--- src/rtl/rf_wb_arbiter_if.sv ---
// Write-back port bundle: two requesters, decode issue/source lookup,
// and the register-file write port with the scoreboard.
// Handshake: a write moves on a posedge where x_valid && x_ready; the
// requester holds x_rd/x_data stable until that edge, and x_ready is
// a combinational function of both valids and the last grant.
interface rf_wb_arbiter_if #(
   parameter int DATA_W = 32,
   parameter int ADDR_W = 5
);
   localparam int NREG = 1 << ADDR_W;

   logic                  a_valid;
   logic [ADDR_W-1:0]     a_rd;
   logic [DATA_W-1:0]     a_data;
   logic                  a_ready;
   logic                  b_valid;
   logic [ADDR_W-1:0]     b_rd;
   logic [DATA_W-1:0]     b_data;
   logic                  b_ready;
   logic                  issue_valid;
   logic [ADDR_W-1:0]     issue_rd;
   logic [2*ADDR_W-1:0]   rs_rt;
   logic                  hazard;
   logic [ADDR_W-1:0]     rwd;
   logic [DATA_W-1:0]     wb_data;
   logic [NREG-1:0]       pending;
   logic                  last_grant;  // debug view of the arbiter state (1 = B)

   modport master (
      output a_valid, a_rd, a_data, b_valid, b_rd, b_data,
             issue_valid, issue_rd, rs_rt,
      input  a_ready, b_ready, hazard, rwd, wb_data, pending, last_grant
   );

   modport slave (
      input  a_valid, a_rd, a_data, b_valid, b_rd, b_data,
             issue_valid, issue_rd, rs_rt,
      output a_ready, b_ready, hazard, rwd, wb_data, pending, last_grant
   );
endinterface

--- src/rtl/rf_wb_arbiter.sv ---
// Round-robin write-back arbiter for the register file's single write
// port, with a pending-write scoreboard that drives the decode hazard.
module rf_wb_arbiter #(
   parameter int DATA_W = 32,
   parameter int ADDR_W = 5
) (
   input  logic          CLK,
   input  logic          RST,
   rf_wb_arbiter_if.slave bus
);
   localparam int NREG = 1 << ADDR_W;

   typedef enum logic {
      GRANT_A = 1'b0,
      GRANT_B = 1'b1
   } grant_t;

   grant_t              last_q;
   logic [ADDR_W-1:0]   rwd_q;
   logic [DATA_W-1:0]   wb_data_q;
   logic [NREG-1:0]     pending_q;

   logic                a_ready_c;
   logic                b_ready_c;
   logic                a_xfer;
   logic                b_xfer;
   logic [NREG-1:0]     set_mask;
   logic [NREG-1:0]     clr_mask;
   logic [ADDR_W-1:0]   rs;
   logic [ADDR_W-1:0]   rt;
   logic                hazard_c;

   // Grant: a lone requester wins; under contention the side not granted last time wins.
   always_comb begin
      a_ready_c = 1'b0;
      b_ready_c = 1'b0;
      if (!RST) begin
         a_ready_c = bus.a_valid && (!bus.b_valid || last_q == GRANT_B);
         b_ready_c = bus.b_valid && (!bus.a_valid || last_q == GRANT_A);
      end
   end

   assign a_xfer = bus.a_valid && a_ready_c;
   assign b_xfer = bus.b_valid && b_ready_c;

   // Output register and arbiter state; rd = 0 passes through as "no write".
   always_ff @(posedge CLK or posedge RST) begin
      if (RST) begin
         last_q    <= GRANT_B;
         rwd_q     <= '0;
         wb_data_q <= '0;
      end else if (a_xfer) begin
         last_q    <= GRANT_A;
         rwd_q     <= bus.a_rd;
         wb_data_q <= bus.a_data;
      end else if (b_xfer) begin
         last_q    <= GRANT_B;
         rwd_q     <= bus.b_rd;
         wb_data_q <= bus.b_data;
      end else begin
         rwd_q     <= '0;
      end
   end

   // Scoreboard masks: issue sets, a committed write clears; register 0 is never tracked.
   always_comb begin
      set_mask = '0;
      clr_mask = '0;
      if (bus.issue_valid && bus.issue_rd != '0)
         set_mask[bus.issue_rd] = 1'b1;
      if (a_xfer && bus.a_rd != '0)
         clr_mask[bus.a_rd] = 1'b1;
      else if (b_xfer && bus.b_rd != '0)
         clr_mask[bus.b_rd] = 1'b1;
   end

   // Pending bits; a set in the same cycle as a clear wins because it belongs to a younger issue.
   always_ff @(posedge CLK or posedge RST) begin
      if (RST)
         pending_q <= '0;
      else
         pending_q <= (pending_q & ~clr_mask) | set_mask;
   end

   assign rs = bus.rs_rt[2*ADDR_W-1:ADDR_W];
   assign rt = bus.rs_rt[ADDR_W-1:0];

   // Hazard: outstanding write to a source, or a write sitting in the output register this cycle.
   always_comb begin
      hazard_c = 1'b0;
      if (rs != '0 && (pending_q[rs] || rwd_q == rs))
         hazard_c = 1'b1;
      if (rt != '0 && (pending_q[rt] || rwd_q == rt))
         hazard_c = 1'b1;
   end

   assign bus.a_ready    = a_ready_c;
   assign bus.b_ready    = b_ready_c;
   assign bus.hazard     = hazard_c;
   assign bus.rwd        = rwd_q;
   assign bus.wb_data    = wb_data_q;
   assign bus.pending    = pending_q;
   assign bus.last_grant = (last_q == GRANT_B);
endmodule

--- src/flat_wrapper.sv ---
// flat-port wrapper written by rule: the top's interface ports become plain ports
module rf_wb_arbiter_flat 
#(
   parameter int DATA_W = 32,
   parameter int ADDR_W = 5
)
  (CLK, RST, bus_a_valid, bus_a_rd, bus_a_data, bus_b_valid, bus_b_rd, bus_b_data, bus_issue_valid, bus_issue_rd, bus_rs_rt, bus_a_ready, bus_b_ready, bus_hazard, bus_rwd, bus_wb_data, bus_pending, bus_last_grant);
  rf_wb_arbiter_if #(.DATA_W(DATA_W), .ADDR_W(ADDR_W)) bus_i ();
  input  logic CLK;
  input  logic RST;
  input wire logic [$bits(bus_i.a_valid)-1:0] bus_a_valid;
  input wire logic [$bits(bus_i.a_rd)-1:0] bus_a_rd;
  input wire logic [$bits(bus_i.a_data)-1:0] bus_a_data;
  input wire logic [$bits(bus_i.b_valid)-1:0] bus_b_valid;
  input wire logic [$bits(bus_i.b_rd)-1:0] bus_b_rd;
  input wire logic [$bits(bus_i.b_data)-1:0] bus_b_data;
  input wire logic [$bits(bus_i.issue_valid)-1:0] bus_issue_valid;
  input wire logic [$bits(bus_i.issue_rd)-1:0] bus_issue_rd;
  input wire logic [$bits(bus_i.rs_rt)-1:0] bus_rs_rt;
  output wire logic [$bits(bus_i.a_ready)-1:0] bus_a_ready;
  output wire logic [$bits(bus_i.b_ready)-1:0] bus_b_ready;
  output wire logic [$bits(bus_i.hazard)-1:0] bus_hazard;
  output wire logic [$bits(bus_i.rwd)-1:0] bus_rwd;
  output wire logic [$bits(bus_i.wb_data)-1:0] bus_wb_data;
  output wire logic [$bits(bus_i.pending)-1:0] bus_pending;
  output wire logic [$bits(bus_i.last_grant)-1:0] bus_last_grant;
  assign bus_i.a_valid = bus_a_valid;
  assign bus_i.a_rd = bus_a_rd;
  assign bus_i.a_data = bus_a_data;
  assign bus_i.b_valid = bus_b_valid;
  assign bus_i.b_rd = bus_b_rd;
  assign bus_i.b_data = bus_b_data;
  assign bus_i.issue_valid = bus_issue_valid;
  assign bus_i.issue_rd = bus_issue_rd;
  assign bus_i.rs_rt = bus_rs_rt;
  assign bus_a_ready = bus_i.a_ready;
  assign bus_b_ready = bus_i.b_ready;
  assign bus_hazard = bus_i.hazard;
  assign bus_rwd = bus_i.rwd;
  assign bus_wb_data = bus_i.wb_data;
  assign bus_pending = bus_i.pending;
  assign bus_last_grant = bus_i.last_grant;
  rf_wb_arbiter #(.DATA_W(DATA_W), .ADDR_W(ADDR_W)) u_core (.CLK(CLK), .RST(RST), .bus(bus_i));
endmodule
--- config.mk ---
export PLATFORM = sky130hd
export DESIGN_NAME = rf_wb_arbiter_flat
export DESIGN_NICKNAME = d
export VERILOG_FILES = /design/src/rtl/rf_wb_arbiter_if.sv /design/src/rtl/rf_wb_arbiter.sv /design/src/flat_wrapper.sv
export SDC_FILE = /design/constraint.sdc
export NUM_CORES = 1
export LEC_CHECK = 0
export CORE_ASPECT_RATIO = 0.75
export CORE_MARGIN = 3
export CORE_UTILIZATION = 30
export DETAILED_ROUTE_END_ITERATION = 8
export DONT_BUFFER_PORTS = 1
export GPL_ROUTABILITY_DRIVEN = 0
export PLACE_DENSITY_LB_ADDON = 0.15
export SLEW_MARGIN = 20
export SYNTH_ARGS = -nofsm -noshare
export SYNTH_HDL_FRONTEND = slang
export SYNTH_SLANG_ARGS = --single-unit
--- constraint.sdc ---
create_clock -name CLK -period 4.3 [get_ports CLK]
set_input_delay 0.86 -clock CLK [delete_from_list [all_inputs] [get_ports CLK]]
set_output_delay 0.86 -clock CLK [all_outputs]
set_load 0.01 [all_outputs]
==> metrics, run 1 <==
peak supply drop 0.174 mV; switching pwr 711 µW; Final Hold Fails 0; period utilization 0.709; crit path max-delay cell type o32ai_1; Max-slew headroom 0.302; row count 35; Slew @ Worst Pin 1.03 ns; DP HPWL 10,200 µm; asr flop ratio synth 1.00; number of CTS-inserted buffers 9; via/cell ratio 6.03; PwrDens 509 nW/µm²; clk sinks 70; final instance area 4310 µm²; Critical Path End Type output pin; port bufs 0; CP max FO 4; top-area cell type share of the netlist area 0.443; Post-CTS Setup Bufs 0; Critical Path Source Type input pin; Comb power frac 0.166; Tot Pwr 2190 µW; Resize count post-CTS 0; antenna violations before repair 0; layout cells sized above 1 0.117; RSZ-0062 raised after global routing no; setup TNS 0 ns; CTS root buffer clkbuf_16; largest net degree at the start of global routing 55; CP bufs+invs 0; clock skew 0.00694 ns; synthesized cell area 3900 µm²; max_cap viols 0; global-route wire length before repair 19,800 µm; status finished, final reports clean; internal power 1480 µW; DRC viols 0; Worst EP required 3.44 ns; leakage power 0.00171 µW; Switching Fraction 0.324; clock-pin slew on the worst setup and hold paths 0.05 ns; n_diodes 0; Core ar. 12,500 µm²; Clock Power Share 0.339; Worst path max stage delay 0.52 ns; Synth Instances 387; CP cell instances xnor2_1, nand2_1, nor4_1, nor4_1, o32ai_1; DR WL/cell 24.7 µm; final setup fails 0; Crit path arrival time 2.19 ns; Starting Density 0.312; Die Wd 138 µm; Period minus WS final 3.05 ns; cts-stage hold buffer count 0; vias post-DR 3,269; drt total wl 13,400 µm; library cells used by synthesis 44; Nets 468; GRT Total Usage 0.184; FF+latch count, synth 70; critical path class in -> out; CTS tree yes; syn_area_per_cell 10.1 µm²; Sequential Power Share 0.494; synth-to-layout area growth 10.5%; largest area contributor in the netlist dfrtp_1; vias in the first global route 3,137; total grt overflow 0; Pre-antenna DRT Iters 5; worst hold path class in -> async; clock latency on the worst-skew pair 0.33 ns; H-tree depth 3; ys flop type dfrtp_1; antenna-violating nets left 0; clock tree buffer depth 2; Max Freq 328 MHz; register area share after synthesis 0.450; Post-Syn Nets 481; Ys Warns 0; Final Max Slew Viols 0; largest cells by area after synthesis dfrtp_1 (44%), mux4_2 (9.2%), nand2_1 (7.9%); Post-synth EDFFs 0; Die ar. 14,400 µm²; First DRT Iteration DRCs 274; Vert. Die Dim 105 µm; critical path's most frequent cell nor4_1; Crit path max-delay family simple AND/OR/NAND/NOR gates; IO Count 167; Placed Area 4010 µm²
## cells by family (layout without fill, tap and decap cells)
kind of cell | count (synthesis) | after routing | synth area share
AO/OA/AOI/OAI | 107 | 107 | 0.205
flip-flops | 70 | 70 | 0.450
buffers and inverters | 30 | 19 | 0.0337
XOR/XNOR | 10 | 10 | 0.0225
multiplexers | 21 | 21 | 0.106
AND/OR/NAND/NOR | 149 | 149 | 0.184
## layout make-up
class / count / area, µm²
inverter: 4 / 15.0
multi-input combinational: 287 / 2020
sequential: 70 / 1750
tap: 166 / 208
timing repair buffer: 2 / 15.0
clock buffer: 12 / 267
clock inverter: 1 / 30.0
fill: 1267 / 8180
## per-layer routing
metal | vias to the layer above | part of all wire | track usage
met5 | - | 0 | 0
met4 | 0 | 0.016 | 0.0527
met3 | 20 | 0.13 | 0.0833
met2 | 173 | 0.44 | 0.259
met1 | 1632 | 0.41 | 0.254
li1 | 1444 | - | -
## final timing paths
check,from,end,slack (ns),cells after the start
hold / removal,RST,u_core.bus.wb_data[29]$_DFFE_PP0P_,0.42,1
setup / recovery,bus_rs_rt[3],bus_hazard,1.25,5
setup reg to reg,u_core.bus.last_grant$_DFFE_PP1P_,u_core.bus.pending[2]$_DFF_PP0_,1.66,5
min in group CLK,u_core.bus.pending[0]$_DFF_PP0_,u_core.bus.pending[0]$_DFF_PP0_,0.51,0
hold reg to reg,u_core.bus.pending[0]$_DFF_PP0_,u_core.bus.pending[0]$_DFF_PP0_,0.51,0
max in group asynchronous,RST,u_core.bus.wb_data[11]$_DFFE_PP0P_,2.82,2
## flip-flops by register name, summed over array words and instances (netlist names)
name / cells
u_core.bus.pending: 32
u_core.bus.wb_data: 32
u_core.bus.rwd: 5
u_core.bus.last_grant: 1
## synthesized netlist by cell type (2+ instances only)
cell type / n
a22o_1: 5
a22oi_1: 32
and3_1: 2
buf_2: 6
clkbuf_1: 18
dfrtp_1: 69
inv_1: 4
mux2i_1: 4
mux4_2: 16
nand2_1: 82
nand2b_1: 5
nand3_1: 14
nand3b_1: 13
nand4b_1: 2
nor2_1: 11
nor2b_1: 6
nor3_1: 2
nor4_1: 2
o21ai_0: 21
o21ai_1: 7
o221ai_1: 31
o31ai_1: 3
or2_2: 2
or3b_2: 2
xnor2_1: 7
xor2_1: 3
## power by group through the flow
stage / sequential (µW) / combinational (µW) / clock, µW
6_report: 1080 / 365 / 744
5_1_grt: 1100 / 415 / 789
4_1_cts: 1080 / 369 / 762
3_5_place_dp: 1090 / 369 / 0
3_3_place_gp: 1090 / 364 / 0
2_1_floorplan: 981 / 324 / 0
## worst register-to-register path: stages (launching register included)
cell and delay, ns:
dfstp_2 0.59, nand2b_1 0.18, and3_2 0.80, nand3b_1 0.51, o221ai_1 0.32, o21ai_0 0.12
## cell usage in the layout, fill, tap and decap left out, types with 4 or more instances in the layout
master and instances:
nand2b_1 5, nand3b_1 13, mux4_2 16, a22o_1 5
nand3_1 14, dfrtp_1 69, nor2b_1 6, nand2_1 82
o221ai_1 31, a22oi_1 32, xnor2_1 7, nor2_1 10
clkbuf_16 9, mux2i_1 4, o21ai_0 21, o21ai_1 7
## stage by stage
step / setup slack (ns) / utilization / std cells / hold WS, ns
CTS: 1.21 / 0.345 / 542 / 0.419
floorplan: 0.124 / - / 387 / 0.491
global placement: 1.20 / 0.321 / 529 / 0.498
global route: 1.16 / 0.345 / 542 / 0.442
detailed placement: 1.17 / 0.321 / 529 / 0.494
finish: 1.25 / 0.345 / 542 / 0.417
(Power assumes the default switching activity.)
==> run 2, diff against run 1 <==
Clock period 4.3 ns to 3 ns, I/O delays scaled along.
==> run 2 against run 1 <==
Sequential power up 44%; cell area up 1.3%; clock skew is 0.0018 ns higher; register-to-register slack got worse by 0.93 ns; critical path depth fell by 1; critical path type is now reg -> out; via count shrank 0.86%; cell count up 1.1%; worst setup slack worse by 0.85 ns; count of clock-buffer cells in the layout decreased by 1; hold slack worse by 0.14 ns; die area unchanged; first-iteration DRC count rose by 9.9%.
==> metrics, run 2 (synthesized netlist as in run 1, its figures left out) <==
antenna-violating nets left 0 (unchanged); Final Hold Fails 0 (unchanged); most frequent cells in the layout nand2_1 (82), dfrtp_1 (69), a22oi_1 (32); Pre-antenna DRT Iters 5 (unchanged); status finished, final reports clean; total grt overflow 0 (unchanged); vias post-DR 3,241 (-0.86%); CP cell instances mux4_2, mux2_2, a211oi_1, o32ai_1; IO Count 167 (unchanged); Final Max Slew Viols 0 (unchanged); worst hold slack 0.280 ns (-0.137 ns); layout cells sized above 1 0.128 (+0.0113); DRC viols 0 (unchanged); final setup fails 0 (unchanged); post-layout util 0.349 (+0.00441); Slew @ Worst Pin 1.12 ns (+0.0841 ns); synth-to-layout area growth 11.9%; Placed Area 4040 µm² (+0.66%); Worst path max stage delay 0.49 ns (-0.03 ns); crit path max-delay cell type dfrtp_1; n_diodes 0 (unchanged); port bufs 0 (unchanged); worst setup margin 0.399 ns (-0.853 ns); Starting Density 0.312 (unchanged); drt total wl 13,300 µm (-0.69%); most common cell after layout, fill and taps aside nand2_1; number of CTS-inserted buffers 9 (unchanged); First DRT Iteration DRCs 301 (+9.9%); Period minus WS final 2.60 ns; largest net degree at the start of global routing 47 (-15%); internal power 2180 µW (+47%); Crit path arrival time 2.00 ns (-0.19 ns); row count 35 (unchanged); dpl ws 0.646 ns (-0.527 ns); critical path class reg -> out; clk sinks 70 (unchanged); Max-slew headroom 0.245 (-0.0570); peak supply drop 0.307 mV (+76%); CTS root buffer clkbuf_16; Crit path max-delay family multiplexers; Clock Power Share 0.357 (+0.018); Critical Path Source Type flip-flop; RSZ-0062 raised after global routing no; global-route wire length before repair 19,600 µm (-1.0%); antenna violations before repair 0 (unchanged); CP bufs+invs 0 (unchanged); Comb power frac 0.163 (-0.003); Switching Fraction 0.325 (+0.000856); Sequential Power Share 0.481 (-0.013); Max Freq 384 MHz; cts-stage hold buffer count 0 (unchanged); clock skew 0.00873 ns (+0.00179 ns); Fill cells 1,268 (+0.079%); Vert. Die Dim 105 µm (unchanged); PwrDens 741 nW/µm² (+46%); final instance area 4360 µm² (+1.3%); DP HPWL 10,200 µm (about the same); CTS tree yes; via/cell ratio 5.91 (-1.9%); Core ar. 12,500 µm² (unchanged); Worst EP required 2.40 ns (-1.04 ns); DR WL/cell 24.3 µm (-1.8%); Die ar. 14,400 µm² (unchanged); worst hold path class in -> async; H-tree depth 3 (unchanged); vias in the first global route 3,080 (-1.8%); CP max FO 4 (unchanged); clock latency on the worst-skew pair 0.33 ns (about the same); Post-CTS Setup Bufs 0 (unchanged); Die Wd 138 µm (unchanged); clock tree buffer depth 2 (unchanged); leakage power 0.00173 µW (+1.4%); clock-pin slew on the worst setup and hold paths 0.06 ns (about the same); Critical Path End Type output pin; Resize count post-CTS 0 (unchanged); switching pwr 1050 µW (+48%); GRT Total Usage 0.181 (-0.00285); max_cap viols 0 (unchanged); Nets 471 (+0.64%); period utilization 0.867
run 2: cell types whose count changed in the layout (fill, tap and decap cells not counted), sizes merged:
| cell | change |
|---|---|
| buf | +3 |
| clkinv | +3 |
| bufinv | +1 |
| clkbuf | -1 |
| clkinvlp | +1 |
| inv | -1 |
run 2: final timing paths:
check | start | to | slack [ns] | depth (start not counted)
min reg2reg | u_core.bus.pending[0]$_DFF_PP0_ | u_core.bus.pending[0]$_DFF_PP0_ | 0.52 | 0
max in group asynchronous | RST | u_core.bus.rwd[4]$_DFF_PP0_ | 2.19 | 2
max | u_core.bus.pending[31]$_DFF_PP0_ | bus_hazard | 0.40 | 4
min | RST | u_core.bus.wb_data[8]$_DFFE_PP0P_ | 0.28 | 2
max reg2reg | u_core.bus.last_grant$_DFFE_PP1P_ | u_core.bus.pending[14]$_DFF_PP0_ | 0.73 | 5
min in group CLK | bus_issue_rd[4] | u_core.bus.pending[8]$_DFF_PP0_ | 0.36 | 1
run 2: area by class of cell:
cell class                      instances  area [µm²]  share of cell area
Timing Repair Buffer                    5        37.5             0.00861
Multi-Input combinational cell        287        2020               0.463
Sequential cell                        70        1750               0.402
Clock inverter                          5        82.6              0.0189
Clock buffer                           11         243              0.0557
Tap cell                              166         208              0.0476
Inverter                                4        18.8             0.00430
run 2: through the flow:
stage,setup TNS (ns),total power (µW),instances
3_5_place_dp,0,2090,532
4_1_cts,0,3260,548
6_report,0,3230,548
3_3_place_gp,0,2090,532
2_1_floorplan,-0.00947,1870,387
5_1_grt,0,3400,548
run 2: power groups by stage:
stage                     clock network, µW  registers, µW  logic [µW]
after floorplan                           0           1410         465
after global placement                    0           1570         524
after detailed placement                  0           1560         531
after CTS                              1180           1550         531
after global routing                   1230           1580         595
final                                  1150           1550         526
run 2: layer usage:
metal | GRT usage | wire [µm] | share of wire | vias to the layer above
met1 | 0.253 | 5660 | 0.43 | 1589
met4 | 0.0406 | 137 | 0.010 | 0
met3 | 0.0967 | 1730 | 0.13 | 12
met2 | 0.246 | 5780 | 0.43 | 188
li1 | - | - | - | 1452
met5 | 0 | 0 | 0 | -
